File: src/rtl/call_return_ctrl_if.sv
// Bundle of control-unit, stack, PC-unit and register-file signals seen by call_return_ctrl.
// The slave modport is the sequencer; master is whatever surrounds it.
interface call_return_ctrl_if #(
  parameter int DW = 19
);
  logic          op_valid;
  logic          op_ready;
  logic [1:0]    op_code;
  logic [DW-1:0] pc_curr;
  logic [DW-1:0] target_addr;
  logic [DW-1:0] reg_data;

  logic          stk_push;
  logic          stk_pop;
  logic [DW-1:0] stk_push_data;
  logic [DW-1:0] stk_pop_data;
  logic          stk_empty;
  logic          stk_full;

  logic          done;
  logic          pc_load;
  logic [DW-1:0] pc_next;
  logic          reg_wr;
  logic [DW-1:0] reg_wdata;

  logic          fault;
  logic          fault_ovf;
  logic          fault_unf;
  logic          clear_fault;

  modport slave (
    input  op_valid, op_code, pc_curr, target_addr, reg_data,
    input  stk_pop_data, stk_empty, stk_full, clear_fault,
    output op_ready, stk_push, stk_pop, stk_push_data,
    output done, pc_load, pc_next, reg_wr, reg_wdata,
    output fault, fault_ovf, fault_unf
  );

  modport master (
    output op_valid, op_code, pc_curr, target_addr, reg_data,
    output stk_pop_data, stk_empty, stk_full, clear_fault,
    input  op_ready, stk_push, stk_pop, stk_push_data,
    input  done, pc_load, pc_next, reg_wr, reg_wdata,
    input  fault, fault_ovf, fault_unf
  );
endinterface

File: src/rtl/call_return_ctrl.sv
// CALL/RET/PUSH/POP sequencer in front of the hardware stack: issues single-cycle
// push/pop strobes, forms return addresses and PC/register results, traps over/underflow.
module call_return_ctrl #(
  parameter int DW      = 19,
  parameter int RET_OFS = 1
) (
  input logic                 clk,
  input logic                 reset,
  call_return_ctrl_if.slave   bus
);

  typedef enum logic [1:0] {
    S_IDLE  = 2'd0,
    S_EXEC  = 2'd1,
    S_DONE  = 2'd2,
    S_FAULT = 2'd3
  } state_e;

  typedef enum logic [1:0] {
    OP_CALL = 2'b00,
    OP_RET  = 2'b01,
    OP_PUSH = 2'b10,
    OP_POP  = 2'b11
  } op_e;

  state_e        state_q;
  op_e           op_q;
  logic [DW-1:0] target_q;
  logic [DW-1:0] push_data_q;
  logic [DW-1:0] pc_next_q;
  logic [DW-1:0] reg_wdata_q;
  logic          op_ready_q;
  logic          done_q;
  logic          pc_load_q;
  logic          reg_wr_q;
  logic          fault_q;
  logic          fault_ovf_q;
  logic          fault_unf_q;

  logic          in_exec;
  logic          op_pushes;
  logic          ovf_hit;
  logic          unf_hit;

  assign in_exec   = (state_q == S_EXEC);
  assign op_pushes = (op_q == OP_CALL) || (op_q == OP_PUSH);
  assign ovf_hit   = op_pushes && bus.stk_full;
  assign unf_hit   = !op_pushes && bus.stk_empty;

  // Strobes depend on the live stack flags so a trapped op never touches the stack.
  assign bus.stk_push      = in_exec && op_pushes && !bus.stk_full;
  assign bus.stk_pop       = in_exec && !op_pushes && !bus.stk_empty;
  assign bus.stk_push_data = push_data_q;

  assign bus.op_ready  = op_ready_q;
  assign bus.done      = done_q;
  assign bus.pc_load   = pc_load_q;
  assign bus.pc_next   = pc_next_q;
  assign bus.reg_wr    = reg_wr_q;
  assign bus.reg_wdata = reg_wdata_q;
  assign bus.fault     = fault_q;
  assign bus.fault_ovf = fault_ovf_q;
  assign bus.fault_unf = fault_unf_q;

  always_ff @(posedge clk or posedge reset) begin
    if (reset) begin
      state_q     <= S_IDLE;
      op_q        <= OP_CALL;
      target_q    <= '0;
      push_data_q <= '0;
      pc_next_q   <= '0;
      reg_wdata_q <= '0;
      op_ready_q  <= 1'b1;
      done_q      <= 1'b0;
      pc_load_q   <= 1'b0;
      reg_wr_q    <= 1'b0;
      fault_q     <= 1'b0;
      fault_ovf_q <= 1'b0;
      fault_unf_q <= 1'b0;
    end else begin
      done_q    <= 1'b0;
      pc_load_q <= 1'b0;
      reg_wr_q  <= 1'b0;
      unique case (state_q)
        S_IDLE: begin
          if (bus.op_valid && op_ready_q) begin
            op_q       <= op_e'(bus.op_code);
            target_q   <= bus.target_addr;
            // Return address is formed here so EXEC only has to select the push word.
            if (op_e'(bus.op_code) == OP_CALL) begin
              push_data_q <= bus.pc_curr + DW'(RET_OFS);
            end else begin
              push_data_q <= bus.reg_data;
            end
            op_ready_q <= 1'b0;
            state_q    <= S_EXEC;
          end
        end
        S_EXEC: begin
          if (ovf_hit) begin
            fault_q     <= 1'b1;
            fault_ovf_q <= 1'b1;
            state_q     <= S_FAULT;
          end else if (unf_hit) begin
            fault_q     <= 1'b1;
            fault_unf_q <= 1'b1;
            state_q     <= S_FAULT;
          end else begin
            done_q    <= 1'b1;
            pc_load_q <= (op_q == OP_CALL) || (op_q == OP_RET);
            reg_wr_q  <= (op_q == OP_POP);
            unique case (op_q)
              OP_CALL: pc_next_q   <= target_q;
              OP_RET:  pc_next_q   <= bus.stk_pop_data;
              OP_POP:  reg_wdata_q <= bus.stk_pop_data;
              OP_PUSH: ;
            endcase
            state_q <= S_DONE;
          end
        end
        S_DONE: begin
          op_ready_q <= 1'b1;
          state_q    <= S_IDLE;
        end
        S_FAULT: begin
          if (bus.clear_fault) begin
            fault_q     <= 1'b0;
            fault_ovf_q <= 1'b0;
            fault_unf_q <= 1'b0;
            op_ready_q  <= 1'b1;
            state_q     <= S_IDLE;
          end
        end
      endcase
    end
  end

endmodule
File: src/flat_wrapper.sv
// flat-port wrapper written by rule: the top's interface ports become plain ports
module call_return_ctrl_flat 
#(
  parameter int DW      = 19,
  parameter int RET_OFS = 1
)
  (clk, reset, bus_op_valid, bus_op_code, bus_pc_curr, bus_target_addr, bus_reg_data, bus_stk_pop_data, bus_stk_empty, bus_stk_full, bus_clear_fault, bus_op_ready, bus_stk_push, bus_stk_pop, bus_stk_push_data, bus_done, bus_pc_load, bus_pc_next, bus_reg_wr, bus_reg_wdata, bus_fault, bus_fault_ovf, bus_fault_unf);
  call_return_ctrl_if #(.DW(DW)) bus_i ();
  input logic clk;
  input logic reset;
  input wire logic [$bits(bus_i.op_valid)-1:0] bus_op_valid;
  input wire logic [$bits(bus_i.op_code)-1:0] bus_op_code;
  input wire logic [$bits(bus_i.pc_curr)-1:0] bus_pc_curr;
  input wire logic [$bits(bus_i.target_addr)-1:0] bus_target_addr;
  input wire logic [$bits(bus_i.reg_data)-1:0] bus_reg_data;
  input wire logic [$bits(bus_i.stk_pop_data)-1:0] bus_stk_pop_data;
  input wire logic [$bits(bus_i.stk_empty)-1:0] bus_stk_empty;
  input wire logic [$bits(bus_i.stk_full)-1:0] bus_stk_full;
  input wire logic [$bits(bus_i.clear_fault)-1:0] bus_clear_fault;
  output wire logic [$bits(bus_i.op_ready)-1:0] bus_op_ready;
  output wire logic [$bits(bus_i.stk_push)-1:0] bus_stk_push;
  output wire logic [$bits(bus_i.stk_pop)-1:0] bus_stk_pop;
  output wire logic [$bits(bus_i.stk_push_data)-1:0] bus_stk_push_data;
  output wire logic [$bits(bus_i.done)-1:0] bus_done;
  output wire logic [$bits(bus_i.pc_load)-1:0] bus_pc_load;
  output wire logic [$bits(bus_i.pc_next)-1:0] bus_pc_next;
  output wire logic [$bits(bus_i.reg_wr)-1:0] bus_reg_wr;
  output wire logic [$bits(bus_i.reg_wdata)-1:0] bus_reg_wdata;
  output wire logic [$bits(bus_i.fault)-1:0] bus_fault;
  output wire logic [$bits(bus_i.fault_ovf)-1:0] bus_fault_ovf;
  output wire logic [$bits(bus_i.fault_unf)-1:0] bus_fault_unf;
  assign bus_i.op_valid = bus_op_valid;
  assign bus_i.op_code = bus_op_code;
  assign bus_i.pc_curr = bus_pc_curr;
  assign bus_i.target_addr = bus_target_addr;
  assign bus_i.reg_data = bus_reg_data;
  assign bus_i.stk_pop_data = bus_stk_pop_data;
  assign bus_i.stk_empty = bus_stk_empty;
  assign bus_i.stk_full = bus_stk_full;
  assign bus_i.clear_fault = bus_clear_fault;
  assign bus_op_ready = bus_i.op_ready;
  assign bus_stk_push = bus_i.stk_push;
  assign bus_stk_pop = bus_i.stk_pop;
  assign bus_stk_push_data = bus_i.stk_push_data;
  assign bus_done = bus_i.done;
  assign bus_pc_load = bus_i.pc_load;
  assign bus_pc_next = bus_i.pc_next;
  assign bus_reg_wr = bus_i.reg_wr;
  assign bus_reg_wdata = bus_i.reg_wdata;
  assign bus_fault = bus_i.fault;
  assign bus_fault_ovf = bus_i.fault_ovf;
  assign bus_fault_unf = bus_i.fault_unf;
  call_return_ctrl #(.DW(DW), .RET_OFS(RET_OFS)) u_core (.clk(clk), .reset(reset), .bus(bus_i));
endmodule
File: config.mk
export PLATFORM = sky130hd
export DESIGN_NAME = call_return_ctrl_flat
export DESIGN_NICKNAME = d
export VERILOG_FILES = /design/src/rtl/call_return_ctrl_if.sv /design/src/rtl/call_return_ctrl.sv /design/src/flat_wrapper.sv
export SDC_FILE = /design/constraint.sdc
export NUM_CORES = 1
export LEC_CHECK = 0
export ABC_AREA = 1
export CAP_MARGIN = 10
export CORE_MARGIN = 2
export CORE_UTILIZATION = 40
export DETAILED_ROUTE_END_ITERATION = 16
export GPL_TIMING_DRIVEN = 1
export PLACE_DENSITY = 0.76
export SYNTH_ARGS = -nofsm -noshare
export SYNTH_HDL_FRONTEND = slang
export SYNTH_SLANG_ARGS = --single-unit
File: constraint.sdc
create_clock -name clk -period 2.25 [get_ports clk]
set_input_delay 0.225 -clock clk [delete_from_list [all_inputs] [get_ports clk]]
set_output_delay 0.225 -clock clk [all_outputs]
set_load 0.02 [all_outputs]
**Word-level counts from Yosys, hierarchy flattened**

Cells that the tools add are included.

- Bits in registers: 87
- Latch bits: 0
- Memory bits (writable): 0
- Memory bits (read-only): 0
- Input bits: 84
- Output and inout port bits: 66
- Word-level logic and storage cells: 81
- Memories kept: 0

- Add/subtract/negate cells: 1
- $mul: 0
- Divide/modulo/power cells: 0
- $lt $le $gt $ge: 0
- Equality and inequality tests: 12
- Shift operators: 0
- Multiplexer cells: 27
- Bitwise logic cells: 2
- Reduce and logical (&&, ||, !) cells: 26

Operators with widths:

| kind | number |
|---|---|
| $pmux 19 s2 | 1 |
| $add 19x1->19 const B | 1 |
| $mux 19 | 1 |
| $mux 1 | 17 |
| $reduce_and 4->1 | 3 |
| $reduce_and 3->1 | 3 |
| $eq 2x2->1 const B | 4 |
| $ne 2x2->1 const B | 4 |
| $pmux 2 s4 | 1 |
| $logic_and 1x1->1 | 7 |
| $logic_not 2->1 | 3 |
| $mux 2 | 3 |
| $pmux 1 s2 | 3 |
| $eq 2x1->1 const B | 2 |
| $reduce_and 2->1 | 2 |
| $reduce_bool 2->1 | 2 |
| $logic_not 1->1 | 3 |
| $ne 3x3->1 const B | 1 |
| $pmux 1 s3 | 1 |
| $reduce_bool 3->1 | 1 |
| $logic_or 1x1->1 | 2 |
| $ne 2x1->1 const B | 1 |
| $not 1->1 | 2 |

**Depth between registers and ports, before layout**

- Depth in word-level cells: 7
- Depth in mapped cells: 10
- Depth with buffers taken out: 10

**Least setup slack after synthesis**

Ideal clock, no wire load.

- Path kind: flip-flop to flip-flop
- From: register u_core.state_q[1]
- To: register u_core.reg_wdata_q[0], in the netlist u_core.bus.reg_wdata[0]
- Library setup time: 116 ps
- Data arrival time: 1,408 ps
- Data required time: 2,134 ps
- Path slack: 726 ps
- Stages on the path, launching flop included: 9
- Buffers on the path: 2
- Period minus slack after synthesis: 1,524 ps
- Cell sequence: dfrtp_1 > inv_1 > nand2_2 > nor3_2 > nand2_1 > buf_2 > buf_6 > nand2_1 > nand2_1

- Longest elaborated chain between the ends: 2

RTL lines:

| element | line | source |
|---|---|---|
| start: declaration | call_return_ctrl.sv:26 | `state_e state_q;` |
| start signal: assignment | call_return_ctrl.sv:67 | `state_q <= S_IDLE;` |
| start signal: assignment | call_return_ctrl.sv:96 | `state_q <= S_EXEC;` |
| start signal: assignment | call_return_ctrl.sv:103 | `state_q <= S_FAULT;` |
| $eq 2x1->1 | call_return_ctrl.sv:84 | `unique case (state_q)` |
| $reduce_and 4->1 (no source line) | - |  |
| end signal: assignment | call_return_ctrl.sv:115 | `OP_POP: reg_wdata_q <= bus.stk_pop_data;` |
| end: declaration | call_return_ctrl.sv:31 | `logic [DW-1:0] reg_wdata_q;` |

Every way passes these cells.
A chain may end at the register's enable or synchronous reset.

**Final worst setup path**

- From: register u_core.state_q[1]
- To: output bus_stk_push

- Longest elaborated chain between the ends: 3

RTL lines:

| element | line | source |
|---|---|---|
| $eq 2x1->1 | call_return_ctrl.sv:45 | `assign in_exec = (state_q == S_EXEC);` |
| $logic_and 1x1->1 (2 in series) | call_return_ctrl.sv:51 | `assign bus.stk_push = in_exec && op_pushes && !bus.stk_full;` |
| end: declaration | flat_wrapper.sv:21 | `output wire logic [$bits(bus_i.stk_push)-1:0] bus_stk_push;` |

Every way passes these cells.

==> key figures <==
STA
  • Hold Slack: approximately 0.33 ns
  • Final setup fails: 0
  • Setup TNS: 0 ns
  • Relative slew margins: about 60%
  • Unrepaired setup endpoints after global routing: no
  • Slew Limit Fails: 0
  • Worst Tran Pin Value: just over 0.6 ns
  • F_max: slightly below 0.5 GHz
  • Tcrit/Tclk final: roughly 92%
  • Final hold violations: 0
  • Final worst path period need: around 2.1 ns
  • Setup Skew: around 0.013 ns

Floorplanning
  • Core box area: between 0.009 and 0.01 mm^2
  • Die height: 105 um
  • Chip width: around 100 um
  • I/O pin cnt: 150
  • DIE AREA: between 0.01 and 0.015 mm^2
  • Initial Utilization: roughly two fifths
  • Row cnt: 36

Critical path
  • Slowest cell delay on critical path: 0.64 ns
  • CP Cell Sequence: inv_1 -> nand2_2 -> nor3_1 -> clkdlybuf4s50_1
  • CP Capture Type: primary output
  • Data required time of the worst path: approximately 2.0 ns
  • CP top delay family: buffers and inverters
  • Setup crit end: bus_stk_push
  • CP Max Fanout: 7
  • Reg2reg start: u_core.state_q[1]$_DFFE_PP0P_
  • Reg2reg path depth: 7
  • Arr. time, crit path: around 1.9 ns
  • Start point of the critical path: u_core.state_q[1]$_DFFE_PP0P_
  • RR Endpoint: u_core.bus.reg_wdata[2]$_DFFE_PP0P_
  • WP buf/inv: 2
  • Setup CP Type: reg -> out
  • Worst reg-to-reg setup slack: 0.57 ns
  • Critical-path top delay cell: clkdlybuf4s50_1
  • Crit path depth: 4
  • CP Launch Type: flop

Detailed routing
  • Initial drt markers: roughly 170
  • Antenna violation net count after detailed routing: 0
  • Total wire length: around 11 mm
  • Drt pass-1 iters: 4
  • Residual DRC: 0
  • Via density: between 5 and 6
  • Via count: a little over 4000
  • WL/cell: ~14 um

Yosys
  • Synth top area share: roughly 53%
  • Top-count cell post-synth: nand2_1
  • Netlist cell types: 26
  • Syn Nets: roughly 610
  • Sequential fraction of the synthesis area: a little over half
  • Mapped Area: 0.00407 mm^2
  • Synthesized instance count: between 500 and 600
  • EDFF count, synth: 0
  • Flops & latches, synth: 87
  • Top cell type by total area after synthesis: dfrtp_1
  • Synth area leaders: dfrtp_1 (53%), nand2_1 (19%), nor2_1 (6.0%)
  • Synth warn: 0
  • Synth async-reset ratio: 100%
  • Top_reg_cell synth: dfrtp_1
  • Avg Cell Area, Syn: a little under 8 um^2
  • Commonest cells post-synth: nand2_1 (207), dfrtp_1 (86), nor2_1 (65)

Layout
  • Fillers: 911
  • P&R area growth vs syn: 44.7%
  • Nets: around 750
  • Number of diodes: 0
  • Share of layout cells above drive strength 1: roughly 4.8%
  • Sequential cell area: between 0.002 and 0.0025 mm^2
  • Multi-input gate area: about 0.0017 mm^2

Global routing
  • Initial antenna violation count: 0
  • GR Util All Layers: 21.1%
  • Global-route wire length before repair: between 15 and 20 mm
  • Largest net degree at the start of global routing: just under 90
  • Gr ovfl total: 0
  • Vias in the first global route: between 3000 and 4000

CTS
  • CTS H-tree depth: 3
  • Clk Tree Root Cell: clkbuf_8
  • TritonCTS clock tree: done
  • CTS Buf Count: 9
  • Clock buffer depth: 2
  • Post-CTS resize count: 0
  • Post-CTS setup buffers: 0
  • Hold buffers post-CTS: 0
  • CTS clk-pin slew, worst paths: roughly 0.090 ns
  • Clock Latency Late Sink: between 0.3 and 0.4 ns
  • Clock sinks: 87

Worst hold path
  • Hold WC Path Type: in -> async

Job
  • Maximum capacitance violations: 0

Power
  • Static Leakage: roughly 0.0027 uW
  • Pwr Density: around 1200 mW/mm^2
  • Worst vdd rail ir drop: about 0.47 mV

Place
  • IO buf count: approximately 150
  • Hpwl dp: between 8 and 9 mm
  • Routability Congestion: 0.904

Run status
  • Status: completed
[stage by stage]
step           std cells  setup slack [ns]  instance area, um^2  util (%)  power, uW
6_report             805             0.178                 5890      60.0       7290
5_1_grt              805            0.0752                 5890      60.0       7800
4_1_cts              805             0.163                 5890      60.0       7350
3_5_place_dp         790             0.314                 5700      58.0       6250
3_3_place_gp         790             0.360                 5700      58.0       6160
2_1_floorplan        523             0.726                 4070         -       4610
[registers in the layout, summed over array words and instances (netlist names), 2 cells and up]
signal,flops
u_core.bus.pc_next,19
u_core.bus.stk_push_data,19
u_core.target_q,19
u_core.state_q,2
u_core.op_q,2
u_core.bus.reg_wdata,19
[power by group]
group / switching [uW] / internal, uW
Sequential: 425 / 2290
Combinational: 1920 / 1570
Clock: 574 / 513
Total: 2920 / 4370
[layout by cell type, fill, tap and decap left out, types with 3 or more instances in the layout]
master and count:
nand2_1 207, clkdlybuf4s50_1 149, dfrtp_1 86, nor2_1 65
nand3_1 40, inv_1 25, a31oi_1 19, a21oi_1 19
o21ai_0 14, clkbuf_8 9, buf_4 7, nand4_1 3
clkinvlp_4 3, xor2_1 3
[worst min-delay path by stage]
stage | startpoint | to | slack [ns] | depth (start not counted)
after global placement | u_core.bus.reg_wdata[18]$_DFFE_PP0P_ | u_core.bus.reg_wdata[18]$_DFFE_PP0P_ | 0.46 | 2
after global routing | bus_target_addr[2] | u_core.target_q[2]$_DFFE_PP0P_ | 0.39 | 3
after floorplan | bus_stk_pop_data[0] | u_core.bus.reg_wdata[0]$_DFFE_PP0P_ | 0.33 | 2
after detailed placement | u_core.bus.reg_wdata[5]$_DFFE_PP0P_ | u_core.bus.reg_wdata[5]$_DFFE_PP0P_ | 0.47 | 2
final | reset | u_core.bus.pc_load$_DFF_PP0_ | 0.33 | 3
after CTS | reset | u_core.bus.pc_load$_DFF_PP0_ | 0.36 | 3
[metal layers]
layer	vias up	track usage, %	share of wire [%]
met5	-	0	0
met4	0	6.38	1.4
met3	15	6.05	8.5
met2	176	33.1	46
met1	1887	28.5	44
li1	1961	-	-
[cell families (layout without fill, tap and decap cells)]
logic type / count (synthesis) / count (layout) / share of synthesized area [%]
AOI/OAI and AO/OA: 56 / 56 / 7.72
xor gates and xnor gates: 5 / 5 / 1.08
adders and majority gates: 1 / 1 / 0.307
buffers and inverters: 51 / 200 / 5.38
DFF: 87 / 87 / 53.5
and+or+nand+nor: 323 / 323 / 32.0
[tightest hold or removal path: cells and delay by family]
| family | cells | cell delay (ns) |
|---|---|---|
| buffers and inverters | 3 | 0.90 |
[cell type report]
class / count / share of cell area (%)
Sequential cell: 87 / 37.0
Timing Repair Buffer: 157 / 26.6
Tap cell: 133 / 2.83
Inverter: 28 / 1.85
Clock inverter: 6 / 1.15
Multi-Input combinational cell: 385 / 28.5
Clock buffer: 9 / 2.10
(Power assumes the default switching activity.)
